`src/rtl/fft32_sdf_sequencer_pkg.sv`:
```
// fft_ctrl_pkg: shared constants, state type and helpers for the 32-point SDF FFT sequencer
//   H_K     : feedback shift-register depth of each stage (16 >> k)
//   l_of    : control offset L_k of stage k (depth plus pipe registers of all earlier stages)
//   lat_of  : input-to-output latency, equal to the offset just past the last stage
//   bitrev5 : 5-bit bit reversal, maps DIF output order to frequency bin
package fft_ctrl_pkg;
    localparam int N = 32;
    localparam int LOG2N = 5;
    localparam int STAGES = 5;
    localparam int H_K [STAGES] = '{16, 8, 4, 2, 1};
    typedef logic [LOG2N-1:0] cnt_t;
    typedef enum logic [1:0] {IDLE, RUN, FLUSH} seq_state_e;
    function automatic int l_of(input int k, input int stage_pipe);
        int s;
        s = 0;
        for (int j = 0; j < k; j++) s = s + ((N / 2) >> j) + stage_pipe;
        return s;
    endfunction
    function automatic int lat_of(input int stage_pipe);
        return l_of(STAGES, stage_pipe);
    endfunction
    function automatic cnt_t bitrev5(input cnt_t x);
        return {x[0], x[1], x[2], x[3], x[4]};
    endfunction
endpackage

```
`src/rtl/fft32_sdf_sequencer_stage_ctl.sv`:
```
// fft_stage_ctl_gen: per-stage mode select and twiddle index derived from the master count
//   t   : master sample count
//   sel : 0 fill/feedback, 1 butterfly
//   tw  : twiddle index into the shared W32 table (0 while in butterfly mode)
module fft_stage_ctl_gen
    import fft_ctrl_pkg::*;
#(
    parameter int K = 0,
    parameter int STAGE_PIPE = 1
) (
    input  cnt_t       t,
    output logic       sel,
    output logic [3:0] tw
);
    localparam cnt_t L = cnt_t'(l_of(K, STAGE_PIPE));
    localparam cnt_t MASK = cnt_t'(H_K[K] - 1);
    cnt_t m;
    // The local index lags the master count by the delay of all upstream stages;
    // the twiddle exponent scales by 2^K because stage K sees an N>>K point sub-FFT.
    always_comb begin
        m = t - L;
        sel = m[LOG2N-1-K];
        tw = sel ? 4'd0 : 4'((m & MASK) << K);
    end
endmodule

```
`src/rtl/fft32_sdf_sequencer.sv`:
```
// fft32_sdf_sequencer: global sequencer for the five-stage radix-2 SDF 32-point FFT
//   clk, rst       : clock, synchronous active-high reset
//   valid_i/last_i : input sample present / final sample of stream
//   ready_o, en_o  : input accepted / global pipeline enable
//   zero_in_o      : datapath input forced to zero while draining
//   sel_o, tw_o    : per-stage butterfly select and 4-bit twiddle index (stage k at [4k+3:4k])
//   valid_o, frame_start_o, out_idx_o : registered output valid, frame marker, output index
//   busy_o, frame_err_o : not idle / sticky short-frame flag
//   FFT_SEQ_BITREV_EN : when defined, out_idx_o carries the bit-reversed (true bin) index
module fft32_sdf_sequencer
    import fft_ctrl_pkg::*;
#(
    parameter int STAGE_PIPE = 1,
    parameter bit FLUSH_ZERO = 1'b1
) (
    input  logic        clk,
    input  logic        rst,
    input  logic        valid_i,
    input  logic        last_i,
    output logic        ready_o,
    output logic        en_o,
    output logic        zero_in_o,
    output logic [4:0]  sel_o,
    output logic [19:0] tw_o,
    output logic        valid_o,
    output logic        frame_start_o,
    output logic [4:0]  out_idx_o,
    output logic        busy_o,
    output logic        frame_err_o
);
    localparam int LAT = lat_of(STAGE_PIPE);
    localparam logic [5:0] LAT6 = 6'(LAT);
    seq_state_e state;
    cnt_t t;
    logic [5:0] oc;
    logic [5:0] fc;
    logic take_last;
    logic out_full;
    cnt_t out_cnt;
    cnt_t idx_nxt;
    always_comb begin
        ready_o = state != FLUSH;
        en_o = (state == FLUSH) || valid_i;
        zero_in_o = (state == FLUSH) && FLUSH_ZERO;
        busy_o = state != IDLE;
        take_last = ready_o && valid_i && last_i;
        out_full = en_o && (oc >= LAT6);
        out_cnt = t - cnt_t'(LAT);
`ifdef FFT_SEQ_BITREV_EN
        idx_nxt = bitrev5(out_cnt);
`else
        idx_nxt = out_cnt;
`endif
    end
    // oc only needs to reach LAT, so it saturates instead of wrapping; fc times the drain.
    always_ff @(posedge clk) begin
        if (rst) begin
            state <= IDLE;
            t <= '0;
            oc <= '0;
            fc <= '0;
            frame_err_o <= 1'b0;
            valid_o <= 1'b0;
            frame_start_o <= 1'b0;
            out_idx_o <= '0;
        end else begin
            valid_o <= out_full;
            frame_start_o <= out_full && (out_cnt == '0);
            out_idx_o <= idx_nxt;
            if (take_last && t != cnt_t'(N - 1)) frame_err_o <= 1'b1;
            if (en_o) begin
                t <= t + cnt_t'(1);
                oc <= (oc == LAT6) ? oc : oc + 6'd1;
            end
            if (state == FLUSH) begin
                fc <= fc + 6'd1;
                if (fc == LAT6 - 6'd1) begin
                    state <= IDLE;
                    t <= '0;
                    oc <= '0;
                    fc <= '0;
                end
            end else if (take_last) begin
                state <= FLUSH;
                fc <= '0;
            end else if (valid_i) begin
                state <= RUN;
            end
        end
    end
    for (genvar k = 0; k < STAGES; k++) begin : g_stage
        fft_stage_ctl_gen #(
            .K(k),
            .STAGE_PIPE(STAGE_PIPE)
        ) u_stage (
            .t(t),
            .sel(sel_o[k]),
            .tw(tw_o[4*k +: 4])
        );
    end
endmodule

```
`config.mk`:
```
export PLATFORM = sky130hd
export DESIGN_NAME = fft32_sdf_sequencer
export DESIGN_NICKNAME = d
export VERILOG_FILES = /design/src/rtl/fft32_sdf_sequencer_pkg.sv /design/src/rtl/fft32_sdf_sequencer_stage_ctl.sv /design/src/rtl/fft32_sdf_sequencer.sv
export SDC_FILE = /design/constraint.sdc
export NUM_CORES = 1
export LEC_CHECK = 0
export CAP_MARGIN = 20
export CORE_AREA = 8 8 47 87
export CTS_BUF_LIST = sky130_fd_sc_hd__clkbuf_4
export DETAILED_ROUTE_END_ITERATION = 10
export DIE_AREA = 0 0 55 95
export GPL_ROUTABILITY_DRIVEN = 0
export PLACE_DENSITY_LB_ADDON = 0.2
export SKIP_LAST_GASP = 1
export SLEW_MARGIN = 20
export SYNTH_ARGS = -nofsm -noshare
export SYNTH_HDL_FRONTEND = slang
export SYNTH_SLANG_ARGS = --single-unit
```
`constraint.sdc`:
```
create_clock -name clk -period 2.8 [get_ports clk]
set_input_delay 0.7 -clock clk [delete_from_list [all_inputs] [get_ports clk]]
set_output_delay 0.7 -clock clk [all_outputs]
set_load 0.005 [all_outputs]
```
==> run metrics <==
required time at the worst-slack endpoint 2.10 ns; result of the run finished, final reports clean; initial core utilization 52.4%; classification of the worst-slack hold path flip-flop to flip-flop; setup-violating endpoint count in the final report 0; number of hold violations in the final report 0; clock-pin slew of the registers on the worst-case setup and hold paths 0.13 ns; leakage power figure approximately 0.8 nW; number of top-level design ports between 40 and 50; area delta synth->final 21.5%; number of enable flip-flop cells after synthesis 0; final count of pins violating max slew 0; floorplan core area 2940 um^2; count of TritonRoute iterations in the first routing pass 4; cell repeated most along the worst path sky130_fd_sc_hd__nand2_1; Register-to-Register Setup Slack 1.29 ns; nature of the critical path endpoint output port; Remaining Overflow, GRT 0; number of max-cap violations 0; Wirelength per Cell about 15 um; Worst path top cell family by delay buffers and inverters; worst hold slack after final layout 0.498 ns; post-synth design cell area 1540 um^2; start of the worst register-to-register path fc[0]; TritonCTS clock tree yes; Cell Chain, Critical Path clkinvlp_4 -> ha_1 -> nand2_1 -> nand2_1 -> xnor2_2 -> nor2_1 -> clkdlybuf4s50_1; sum of buffers and inverters on the critical path 2; number of buffers inserted by hold repair at cts 0; cell depth of the worst min-delay path 2; achievable clock frequency 371 MHz; arrival time reported for the critical path endpoint 2.00 ns; Clock Tree Root sky130_fd_sc_hd__clkbuf_4; Total Routed Length 3.41 mm; worst r2r dst fc[2]; warnings from Yosys 0; cts bufs inserted 3; cell count after synthesis 170; area fraction of the dominant cell type after synthesis 35.1%; Yosys top cell by area sky130_fd_sc_hd__dfxtp_1; Via density 5.33; Worst Setup Start Kind flip-flop; number of DRC violations after detailed routing 0; top cells by count, synth 27 x sky130_fd_sc_hd__dfxtp_1, 27 x sky130_fd_sc_hd__nor2_1, 15 x sky130_fd_sc_hd__buf_4; overall global routing resource usage about 13%; antenna cells 0; power per cell area 438 nW/um^2; master of the slowest instance on the critical path sky130_fd_sc_hd__clkdlybuf4s50_1; final net count 220; share of synthesized flip-flops with an asynchronous set or reset 0%; share of post-route cells with drive strength above 1 13.4%; deepest clock path buffer count 2; final core utilization 63.6%; maximum number of pins on one net before global-route repair 15; Setup Crit Path Kind flip-flop to output port; count of input and output buffers 30; RSZ-0062 raised after global routing yes; syn avg cell area a little over 9 um^2; first-pass GRT wire length 5.44 mm; DP HPWL between 2 and 3 mm; num rows 28; sinks on the clock net 27; latest clock arrival within the worst-skew pair 0.32 ns; number of filler cells placed in the layout 274; biggest cell delay along the critical path 0.51 ns; Die Footprint 5230 um^2; y dimension of the die 95 um; number of register bits inferred by synthesis 27; routed via count 1232; length in cells of the worst reg-to-reg path 4; destination of the worst hold path oc[1]; skew final ~0.0054 ns; Min Clock Period, post-route 2.70 ns; Hold Startpoint oc[1]; cell depth of the worst setup path 7; main flop type after synthesis sky130_fd_sc_hd__dfxtp_1; die width 55 um; violation count after the first detailed-routing iteration 34; largest voltage drop on the vdd net 281 uV; antenna viol nets, final 0; sequential element share of the synthesized area between 30% and 40%; fraction of the cycle the final worst path needs between 90% and 100%; number of H-tree branching levels 1; number of library cell types mapped by synthesis 44; critical-path maximum fanout 5; number of global-route vias before repair 1223; main area contributors after synthesis sky130_fd_sc_hd__dfxtp_1 35%, sky130_fd_sc_hd__ha_1 11%, sky130_fd_sc_hd__buf_4 7.3%, sky130_fd_sc_hd__nor2_1 6.6%, sky130_fd_sc_hd__nor4b_4 3.1%; antenna violations before repair 0
metal layers:
metal  track usage, %  wire length (um)  share of wire [%]
met1             13.4              1250                 37
met2             24.7              1850                 54
met4             6.85                68                2.0
met3             1.89               242                7.1
met5                0                 0                  0
report_power, final:
| group | internal, mW | switching (mW) | total (mW) |
|---|---|---|---|
| sequential | 0.402 | 0.0155 | 0.417 |
| combinational | 0.122 | 0.106 | 0.229 |
| clock | 0.0654 | 0.109 | 0.174 |
state kept, by name, indices dropped and copies added (netlist names):
signal / cells
fc: 6
oc: 6
out_idx_o: 5
t: 5
state: 2
frame_err_o: 1
frame_start_o: 1
valid_o: 1
timing repair:
action,CTS,global route
buffers inserted,0,4
pin swaps,0,2
endpoints found under the setup margin,4,4
resized for setup,1,5
worst min-delay path, delay by kind of cell (launching register included):
family             cells  cell delay (ns)
DFF                    1             0.35
and+or+nand+nor        1             0.06
AOI/OAI and AO/OA      1             0.05
cell usage in the layout (no fill, tap or decap), types with 2 or more instances in the layout:
cell type / n
sky130_fd_sc_hd__and3_1: 2
sky130_fd_sc_hd__or2_2: 2
sky130_fd_sc_hd__dlymetal6s2s_1: 2
sky130_fd_sc_hd__o2111ai_1: 2
sky130_fd_sc_hd__nor2_1: 27
sky130_fd_sc_hd__ha_1: 14
sky130_fd_sc_hd__conb_1: 10
sky130_fd_sc_hd__nand2_1: 12
sky130_fd_sc_hd__a311oi_1: 2
sky130_fd_sc_hd__or3_1: 2
sky130_fd_sc_hd__nand3_1: 4
sky130_fd_sc_hd__xnor2_1: 4
sky130_fd_sc_hd__dfxtp_1: 26
sky130_fd_sc_hd__xor2_1: 3
sky130_fd_sc_hd__inv_1: 7
sky130_fd_sc_hd__o21ai_0: 4
sky130_fd_sc_hd__a211oi_1: 2
sky130_fd_sc_hd__nor4b_4: 2
sky130_fd_sc_hd__clkdlybuf4s50_1: 28
sky130_fd_sc_hd__buf_4: 8
sky130_fd_sc_hd__a21oi_2: 2
sky130_fd_sc_hd__a21oi_1: 8
sky130_fd_sc_hd__clkbuf_4: 4
stage by stage:
stage                     setup TNS (ns)  instance area, um^2  setup slack, ns  cells  total power [mW]
after global placement                 0                 1790            0.168    223             0.631
final                                  0                 1870            0.105    231             0.821
after floorplan                        0                 1580            0.862    179             0.556
after CTS                              0                 1830           0.0137    227             0.814
after detailed placement               0                 1790            0.162    223             0.639
after global routing             -0.0867                 1870          -0.0588    231             0.870
layout make-up:
| class | instances | area, um^2 | share of cell area, % |
|---|---|---|---|
| timing repair buffer | 38 | 365 | 19.5 |
| tap | 30 | 37.5 | 2.00 |
| inverter | 10 | 56.3 | 3.01 |
| sequential | 27 | 544 | 29.1 |
| clock buffer | 4 | 30.0 | 1.60 |
| multi-input combinational | 122 | 840 | 44.8 |
cell families (layout without fill, tap and decap cells):
logic type / Yosys count / count (layout) / synth area share (%)
AOI/OAI and AO/OA: 27 / 27 / 11.9
xor gates and xnor gates: 8 / 8 / 4.55
adders and majority gates: 14 / 14 / 11.4
buffers and inverters: 30 / 52 / 13.2
DFF: 27 / 27 / 35.1
muxes: 1 / 1 / 0.649
and+or+nand+nor: 62 / 62 / 23.1
other: 1 / 10 / 0.243
worst max path at each step:
stage / startpoint / end / slack (ns)
final: t[1] / tw_o[7] / 0.10
after detailed placement: valid_i / en_o / 0.16
after global placement: valid_i / en_o / 0.17
after global routing: t[0] / tw_o[7] / -0.06
after floorplan: t[2] / sel_o[1] / 0.86
after CTS: t[1] / tw_o[7] / 0.01
Power figures use the tool's default switching activity.
==> edit, RTL diff (same settings) <==
The option `FFT_SEQ_BITREV_EN` is turned on by a define.
--- a/src/rtl/fft32_sdf_sequencer.sv
+++ b/src/rtl/fft32_sdf_sequencer.sv
@@ -7,6 +7,8 @@
 //   valid_o, frame_start_o, out_idx_o : registered output valid, frame marker, output index
 //   busy_o, frame_err_o : not idle / sticky short-frame flag
 //   FFT_SEQ_BITREV_EN : when defined, out_idx_o carries the bit-reversed (true bin) index
+`define FFT_SEQ_BITREV_EN
+
 module fft32_sdf_sequencer
     import fft_ctrl_pkg::*;
 #(
Formal check against the unedited RTL: not equivalent (Yosys sat finds a counterexample within 4 cycles, from zero or initial values and one cycle with rst high).
==> edit against the unedited design <==
- sequential cell count unchanged
- final area down 1.9%
- wire length increased by 0.56%
- area after synthesis increased by 0.73%
- power up 0.43%
- final cell count down 0.87%
- synthesized cell count grew 0.59%
- setup slack better by 0.038 ns
- combinational power increased by 2%
- critical path type unchanged
- critical endpoint unchanged
- largest cell class unchanged
- highest routed layer unchanged
==> edit: results (changes against the unedited design) <==
Power
  • Seq pwr share: 50.7% (was 50.9%)
  • Maximum VDD drop: 346 uV (was 281 uV)

Placed design
  • Cells after DPL: 225 (was 223)
  • Final HPWL DP: 2.77 mm (was 2.66 mm)

Logic synthesis
  • Leading cell types by total area after synthesis: dfxtp_1 (35%), ha_1 (11%), buf_4 (7.3%) (unchanged)
  • Post-Synthesis Cells: 171 (was 170)
  • Most frequent cells after synthesis: nor2_1 (29), dfxtp_1 (27), buf_4 (15), ha_1 (14), nand2_1 (14) (was dfxtp_1 (27), nor2_1 (27), buf_4 (15), ha_1 (14), nand2_1 (12))
  • Register area share after synthesis: 34.8% (was 35.1%)

GRT
  • First-pass GRT wire length: 5.73 mm (was 5.44 mm)
  • Tot GR Track Use: 14.2% (was 13.5%)
  • GR Util met1: 13.2% (was 13.4%)
  • GRT met2 Usage: 27.5% (was 24.7%)
  • Largest net degree at the start of global routing: 17 (was 15)
  • Vias in the first global route: 1,276 (was 1,223)

Final layout
  • Multi-input gate share of the layout cell area: 45.9% (was 44.8%)
  • Seq cells: 27 (unchanged)
  • Fraction of layout cells with a size suffix above 1: 15.6% (was 13.4%)
  • Comb_multi_in: 123 (was 122)
  • Layout Nets: 218 (was 220)
  • # fillers: 285 (was 274)

Routing
  • Total number of vias: 1,192 (was 1,232)
  • Wire per inst: 15.0 um (was 14.8 um)
  • First DRT Iteration DRCs: 14 (was 34)

Worst setup path
  • Flop2flop setup slack: 1.34 ns (was 1.29 ns)
  • CP arrival: 1.96 ns (was 2.00 ns)
  • Reg2reg path depth: 7 (was 4)
  • Reg2reg end: frame_err_o (was fc[2])

Status
  • Status: completed (unchanged)
-- edit: how the worst max path moves through the flow --
stage	from	end	depth (start not counted)
floorplan	t[2]	sel_o[1]	6
global placement	valid_i	en_o	4
detailed placement	valid_i	en_o	4
CTS	t[1]	tw_o[7]	7
global route	t[2]	tw_o[7]	7
finish	t[1]	tw_o[7]	7
-- edit: worst reg2reg max path, delay by kind of cell, from the launching register on --
kind                       cells  cell delay [ns]
adders and majority gates      2             0.36
buffers and inverters          1             0.16
DFF                            1             0.34
and+or+nand+nor                4             0.56
-- edit: kinds of logic after synthesis --
logic type                 synth area share [%]
AOI/OAI and AO/OA                          11.4
xor gates and xnor gates                   5.08
adders and majority gates                  11.3
buffers and inverters                      13.5
DFF                                        34.8
muxes                                     0.645
other                                     0.242
and+or+nand+nor                            23.0
-- edit: timing repair --
| item | 4_1_cts | 5_1_grt |
|---|---|---|
| setup endpoints to repair | 3 | 4 |
| setup buffers | 0 | 0 |
| resized for setup | 1 | 3 |
| pin swaps | 0 | 1 |
